**src/rtl/video_scan_gen.sv**
```systemverilog
// Raster scan generator: slot-rate horizontal/vertical counters with registered
// fetch address, blanking, sync, line-count register and vertical-line interrupt.
module video_scan_gen #(
    parameter int H_TOTAL        = 64,
    parameter int H_ACTIVE_START = 13,
    parameter int H_ACTIVE_LEN   = 38,
    parameter int H_SYNC_START   = 54,
    parameter int H_SYNC_LEN     = 4,
    parameter int V_TOTAL        = 260,
    parameter int V_SYNC_START   = 256,
    parameter int V_SYNC_LEN     = 2
) (
    input  logic        clk,
    input  logic        reset_n,
    input  logic        slot_en,
    input  logic        video_count_rd,
    output logic [15:0] scan_addr,
    output logic        scan_valid,
    output logic        blank,
    output logic        hsync,
    output logic        vsync,
    output logic        count_240,
    output logic        irq_vline,
    output logic [7:0]  video_count
);

    localparam logic [5:0] H_LAST   = 6'(H_TOTAL - 1);
    localparam logic [8:0] V_LAST   = 9'(V_TOTAL - 1);
    localparam logic [5:0] H_AS     = 6'(H_ACTIVE_START);
    localparam logic [6:0] H_AS_EXT = 7'(H_ACTIVE_START);
    localparam logic [6:0] H_AE_EXT = 7'(H_ACTIVE_START + H_ACTIVE_LEN);
    localparam logic [6:0] H_SS     = 7'(H_SYNC_START);
    localparam logic [6:0] H_SE     = 7'(H_SYNC_START + H_SYNC_LEN);
    localparam logic [9:0] V_SS     = 10'(V_SYNC_START);
    localparam logic [9:0] V_SE     = 10'(V_SYNC_START + V_SYNC_LEN);

    logic [5:0]  h_q, h_d;
    logic [8:0]  v_q, v_d;
    logic        wrap;
    logic        active_d;
    logic [5:0]  h_rel;
    logic [6:0]  h_ext;
    logic [9:0]  v_ext;
    logic [15:0] addr_d;
    logic        hsync_d, vsync_d, c240_d, irq_d;
    logic [7:0]  vc_d;

    logic [15:0] addr_q;
    logic        valid_q, blank_q, hsync_q, vsync_q, c240_q, irq_q;
    logic [7:0]  vc_q;

    // Outputs are decoded from the next counter value so they line up with
    // the counter state reached on the same slot edge.
    always_comb begin
        h_d  = h_q;
        v_d  = v_q;
        wrap = 1'b0;
        if (slot_en) begin
            if (h_q == H_LAST) begin
                h_d  = '0;
                wrap = 1'b1;
                v_d  = (v_q == V_LAST) ? '0 : v_q + 9'd1;
            end else begin
                h_d = h_q + 6'd1;
            end
        end
        h_ext    = {1'b0, h_d};
        v_ext    = {1'b0, v_d};
        active_d = (h_ext >= H_AS_EXT) && (h_ext < H_AE_EXT) && !v_d[8];
        h_rel    = h_d - H_AS;
        addr_d   = active_d ? {h_rel, 2'b00, v_d[7:0]} : '0;
        hsync_d  = (h_ext >= H_SS) && (h_ext < H_SE);
        vsync_d  = (v_ext >= V_SS) && (v_ext < V_SE);
        c240_d   = !v_d[8] && (v_d[7:4] == 4'hF);
        irq_d    = wrap && !v_d[8] && (v_d[5:0] == 6'd0);
        vc_d     = v_d[8] ? 8'hFC : {v_d[7:2], 2'b00};
    end

    always_ff @(posedge clk or negedge reset_n) begin
        if (!reset_n) begin
            h_q     <= '0;
            v_q     <= '0;
            addr_q  <= '0;
            valid_q <= 1'b0;
            blank_q <= 1'b1;
            hsync_q <= 1'b0;
            vsync_q <= 1'b0;
            c240_q  <= 1'b0;
            irq_q   <= 1'b0;
            vc_q    <= '0;
        end else begin
            irq_q <= slot_en && irq_d;
            if (slot_en) begin
                h_q     <= h_d;
                v_q     <= v_d;
                addr_q  <= addr_d;
                valid_q <= active_d;
                blank_q <= !active_d;
                hsync_q <= hsync_d;
                vsync_q <= vsync_d;
                c240_q  <= c240_d;
                if (!video_count_rd)
                    vc_q <= vc_d;
            end
        end
    end

    assign scan_addr   = addr_q;
    assign scan_valid  = valid_q;
    assign blank       = blank_q;
    assign hsync       = hsync_q;
    assign vsync       = vsync_q;
    assign count_240   = c240_q;
    assign irq_vline   = irq_q;
    assign video_count = vc_q;

endmodule

```
**config.mk**
```make
export PLATFORM = sky130hd
export DESIGN_NAME = video_scan_gen
export DESIGN_NICKNAME = d
export VERILOG_FILES = /design/src/rtl/video_scan_gen.sv
export SDC_FILE = /design/constraint.sdc
export NUM_CORES = 1
export LEC_CHECK = 0
export ABC_AREA = 1
export BUFFER_PORTS_ARGS = -buffer_cell sky130_fd_sc_hd__buf_2
export CAP_MARGIN = 20
export CELL_PAD_IN_SITES_DETAIL_PLACEMENT = 1
export CELL_PAD_IN_SITES_GLOBAL_PLACEMENT = 1
export CORE_MARGIN = 5
export CORE_UTILIZATION = 37
export CTS_CLUSTER_SIZE = 30
export DETAILED_ROUTE_END_ITERATION = 10
export HOLD_SLACK_MARGIN = 0.03
export PLACE_DENSITY_LB_ADDON = 0.25
export SETUP_SLACK_MARGIN = 0.02
export SLEW_MARGIN = 20
export SYNTH_ARGS = -nofsm -noshare
export SYNTH_HDL_FRONTEND = slang
export SYNTH_SLANG_ARGS = --single-unit
```
**constraint.sdc**
```tcl
create_clock -name clk -period 2 [get_ports clk]
set_input_delay 0.1 -clock clk [delete_from_list [all_inputs] [get_ports clk]]
set_output_delay 0.1 -clock clk [all_outputs]
set_load 0.05 [all_outputs]
```
* Yosys cells after proc, flatten, opt, wreduce, memory -nomap -nowiden
Index checks and enable logic that the tools add are counted.
Cells by class: add/sub/neg operators 3, order comparisons 6, equality and inequality tests 3, muxes and demuxes 9, bitwise logic cells 1, reductions and logical operators 12
Operators by type and width (count):
- $mux W9 | 3
- $mux W16 | 1
- $lt A6 B6 Y1 const B | 2
- $mux W6 | 2
- $add A9 B1 Y9 const B | 1
- $eq A9 B9 Y1 const B | 1
- $ge A9 B9 Y1 const B | 1
- $lt A9 B9 Y1 const B | 1
- $logic_and A1 B1 Y1 | 8
- $mux W8 | 1
- $add A6 B1 Y6 const B | 1
- $eq A6 B6 Y1 const B | 1
- $ge A6 B4 Y1 const B | 1
- $ge A6 B6 Y1 const B | 1
- $logic_not A6 Y1 | 1
- $sub A6 B4 Y6 const B | 1
- $eq A4 B4 Y1 const B | 1
- $logic_not A1 Y1 | 2
- $mux W1 | 2
- $reduce_and A2 Y1 | 1
- $not A1 Y1 | 1
Word-level totals: register bits after elaboration 45, input port bits 4, output and inout port bits 30

* Logic depth before layout (Yosys ltp)
depth in word-level cells 8, mapped depth 15, gate-level depth less buffers 14

* Worst setup path before layout
Ideal clock, no wire load.
path kind register to register, from register h_q[0], to register addr_q[10], in the netlist scan_addr[10], setup time 0.066 ns, arrival time 1.925 ns, data required time 1.934 ns, path slack 0.009 ns, cell stages (with the launch flop) 16, buffers on the path 1, period minus slack after synthesis 1.991 ns, cell sequence dfrtp_1 ha_1 nand2_1 nand2_1 inv_1 ha_1 inv_1 nor2_1 nor2_1 nand2_1 nand3_1 nand2_2 nor2_4 buf_6 nand3_1 nand2_1
Between the ends: word-level cells in the longest chain between the ends 7
RTL lines:
- start: declaration | RTL line 37 | logic [5:0] h_q, h_d;
- start signal: assignment | RTL line 81 | h_q <= '0;
- start signal: assignment | RTL line 94 | h_q <= h_d;
- $add A6 B1 Y6 / $eq A6 B6 Y1 (equally long branches) | RTL line 64, 59
- $mux W6 (*) | RTL line 59 | if (h_q == H_LAST) begin
- $mux W6 (*) | RTL line 58 | if (slot_en) begin
- via h_d[1] | RTL line 37
- $ge A6 B4 Y1 / $lt A6 B6 Y1 (equally long branches) | RTL line 69 | active_d = (h_ext >= H_AS_EXT) && (h_ext < H_AE_EXT) && !v_d[8];
- $logic_and A1 B1 Y1 (*) (2 in series) | RTL line 69
- $mux W16 (*) | RTL line 71 | addr_d = active_d ? {h_rel, 2'b00, v_d[7:0]} : '0;
- end signal: assignment | RTL line 96 | addr_q <= addr_d;
- end: declaration | RTL line 48 | logic [15:0] addr_q;
Mark *: on every way through the listed nets, which the timed path passes. The rest lies on a longest branch. A chain may end at the register's enable or synchronous reset.

* Worst setup path after layout
from register h_q[0], to register addr_q[1], in the netlist scan_addr[1]
Same word-level chain as after synthesis.

==> qor.yml <==
wire_per_inst_um: 15.26
dpl_worst_slack_ps: -121.8
grt-ovfl-total: 0
async_flop_share_pct: 100.0
coreArea_mm2: 0.005991
rr_startpoint: "h_q[0]"
htreeDepth: 2
fin_hold_ws_ps: 159.6
reg2reg_to: "scan_addr[1]"
tritoncts: "built"
synthesis.area_mm2: 0.002312
synth_edf_count: 0
die_area_mm2: 0.007930
timing.fmax_mhz: 501.9
place_area_mm2: 0.002630
fin_worst_skew_ps: 10.74
min_period_ps: 1992
hold_violations: 0
antenna_left: 0
synth-main-ff-cell: "dfrtp_1"
dp.cells: 427
status: "completed"
chipWidth_um: 89.05
start_kind: "register"
required_ps: 2230
setup_viol: 0
grt_pass1_wl_um: 11120
crit_arrival_ps: 2220
slowest_stage: "dfrtp_1"
path_cells: "ha_1, nand2_2, nand2_2, buf_6, ha_2, nor2_2, nand2_1, nand2_2, nand2_2, nor2_4, clkbuf_16, nand3_1, nand2_1"
drv_slew: 0
ys_ff_latch: 41
groute.usage.overall_pct: 17.93
core.rowCount: 28
pin_count: 34
critPathKind: "register to register"
setup.worst_path.end_class: "register"
drc: 0
reg2reg_slack_ps: 8
ys_warn_count: 0
leakage_nw: 1.629
nFillCells: 739
dpl.hpwl_um: 4854
relSlewSlack_pct: 62.53
wl_um: 6699
grt_max_degree: 26
port_buffers: 29
routabilityCongestion: 0.7944
cts.reportedPaths.clkPinSlew_ps: 80
setup_slack_ps: 7.504
r2r_cells: 13
synth_area_per_cell_um2: 7.387
fin_crit_sh_pct: 99.62
final_layout_size_suffix_gt1_share_pct: 28.85
diodes: 0
grt_pass1_vias: 2318
cts_buffer_depth: 2
cts_sinks: 41
worstSetupEndpoint: "scan_addr[1]"
power_density_mw_per_mm2: 1599
hold_class: "input port to register"
synth.yosys.seq_area_share_pct: 44.43
tritoncts.num_buffers: 5
fin_cells: 439
crit_top_cell: "nand2_2"
vias: 2160
crit_fanout: 8
synth.distinct_cells: 30
synth_cells: 313
drt-initial-drc-count: 85
rsz0062_at_grt: "yes"
root_buffer: "clkbuf_8"
antenna_found_initial: 0
crit_path_start: "h_q[0]"
dr.pass1.iters: 4
vdd.ir_drop.worst_v: 0.0009976
area_delta_synth_final_pct: 26.52
critPathMaxStageDelay_ps: 390
avgViaCountPerCell: 4.920
max_cap_viol_count: 0
fin_area_mm2: 0.002925
die_h_um: 89.05
final_util_pct: 48.83
worst_pin_slew_ps: 560.0
initial_utilization_pct: 38.60
insertion_delay_ps: 290
nets: 373
## final cells by class
type	instances	area, um2	area share [%]
Multi-Input combinational cell	226	1210	41.36
Sequential cell	41	1028	35.16
Timing Repair Buffer	50	339.1	11.59
Inverter	39	146.4	5.004
Tap cell	75	93.84	3.208
Clock buffer	6	72.57	2.481
Clock inverter	2	35.03	1.198
## synthesized netlist by cell type (all sizes together) (2+ instances only)
| library cell | n | share of area, % |
|---|---|---|
| a21oi | 3 | 0.65 |
| ha | 6 | 3.2 |
| clkbuf | 2 | 0.32 |
| o21ai | 12 | 2.8 |
| inv | 39 | 6.3 |
| buf | 8 | 2.4 |
| xor2 | 3 | 1.1 |
| nand3 | 34 | 7.8 |
| nand2 | 121 | 21 |
| nand4 | 7 | 1.9 |
| dfrtp | 40 | 43 |
| o22ai | 3 | 0.81 |
| nor2 | 28 | 6.0 |
## power by group
part / leakage [nW] / internal (mW) / switching, mW
registers: 0.530 / 1.08 / 0.186
logic: 1.04 / 0.962 / 1.79
clock network: 0.0552 / 0.371 / 0.284
## per-stage QoR
stage	power, mW	TNS (ps)
CTS	4.523	0
floorplan	2.854	0
global placement	3.443	-26.21
detailed placement	3.515	-1085
global route	5.016	-1654
finish	4.678	0
## how the worst min path moves through the flow
stage | to | from | slack [ps] | cells after the start
after floorplan | count_240 | reset_n | -200 | 0
after global placement | scan_addr[12] | reset_n | 60 | 1
after detailed placement | scan_addr[12] | reset_n | 70 | 1
after CTS | h_q[1] | slot_en | 170 | 3
after global routing | h_q[1] | slot_en | 180 | 3
final | h_q[1] | slot_en | 160 | 3
## per-layer routing
| metal | global-route usage [%] | vias up | wire, um |
|---|---|---|---|
| li1 | - | 1063 | - |
| met1 | 24.21 | 1050 | 3220 |
| met2 | 29.62 | 39 | 3163 |
| met3 | 3.226 | 8 | 216 |
| met4 | 5.007 | 0 | 99 |
| met5 | 0 | - | 0 |
## cells by family (layout without fill, tap and decap cells)
logic type / Yosys count / count (layout) / synth area share (%)
and+or+nand+nor: 192 / 192 / 36.74
DFF: 41 / 41 / 44.43
adders and majority gates: 6 / 6 / 3.247
xor gates and xnor gates: 4 / 4 / 1.515
buffers and inverters: 49 / 97 / 9.037
other: 1 / 4 / 0.1622
AOI/OAI and AO/OA: 20 / 20 / 4.870
## worst max-delay path, delay by kind of cell (launching register included)
kind,cells,cell delay [ps]
buffers and inverters,2,290
adders and majority gates,2,460
DFF,1,390
and+or+nand+nor,9,770
## registers in the layout (all words and copies together), names as in the netlist, 6 cells and up
signal and cells:
h_q 6, video_count 6, scan_addr 14, v_q 9
## what timing repair did
action	4_1_cts	5_1_grt
endpoints found under the hold margin	17	0
gates resized for setup	11	24
hold buffers	1	0
setup buffers	2	0
endpoints found under the setup margin	16	24
gates cloned	1	0
pin swaps	8	14
## placed cells by master (no fill, tap or decap), types with 8 or more instances in the layout
| master | instances |
|---|---|
| buf_2 | 29 |
| buf_4 | 17 |
| dfrtp_1 | 39 |
| inv_1 | 31 |
| inv_2 | 8 |
| nand2_1 | 109 |
| nand2_2 | 10 |
| nand3_1 | 22 |
| nand3_2 | 10 |
| nor2_1 | 18 |
| o21ai_0 | 10 |
Note: power is estimated with default switching activity, not from simulation.
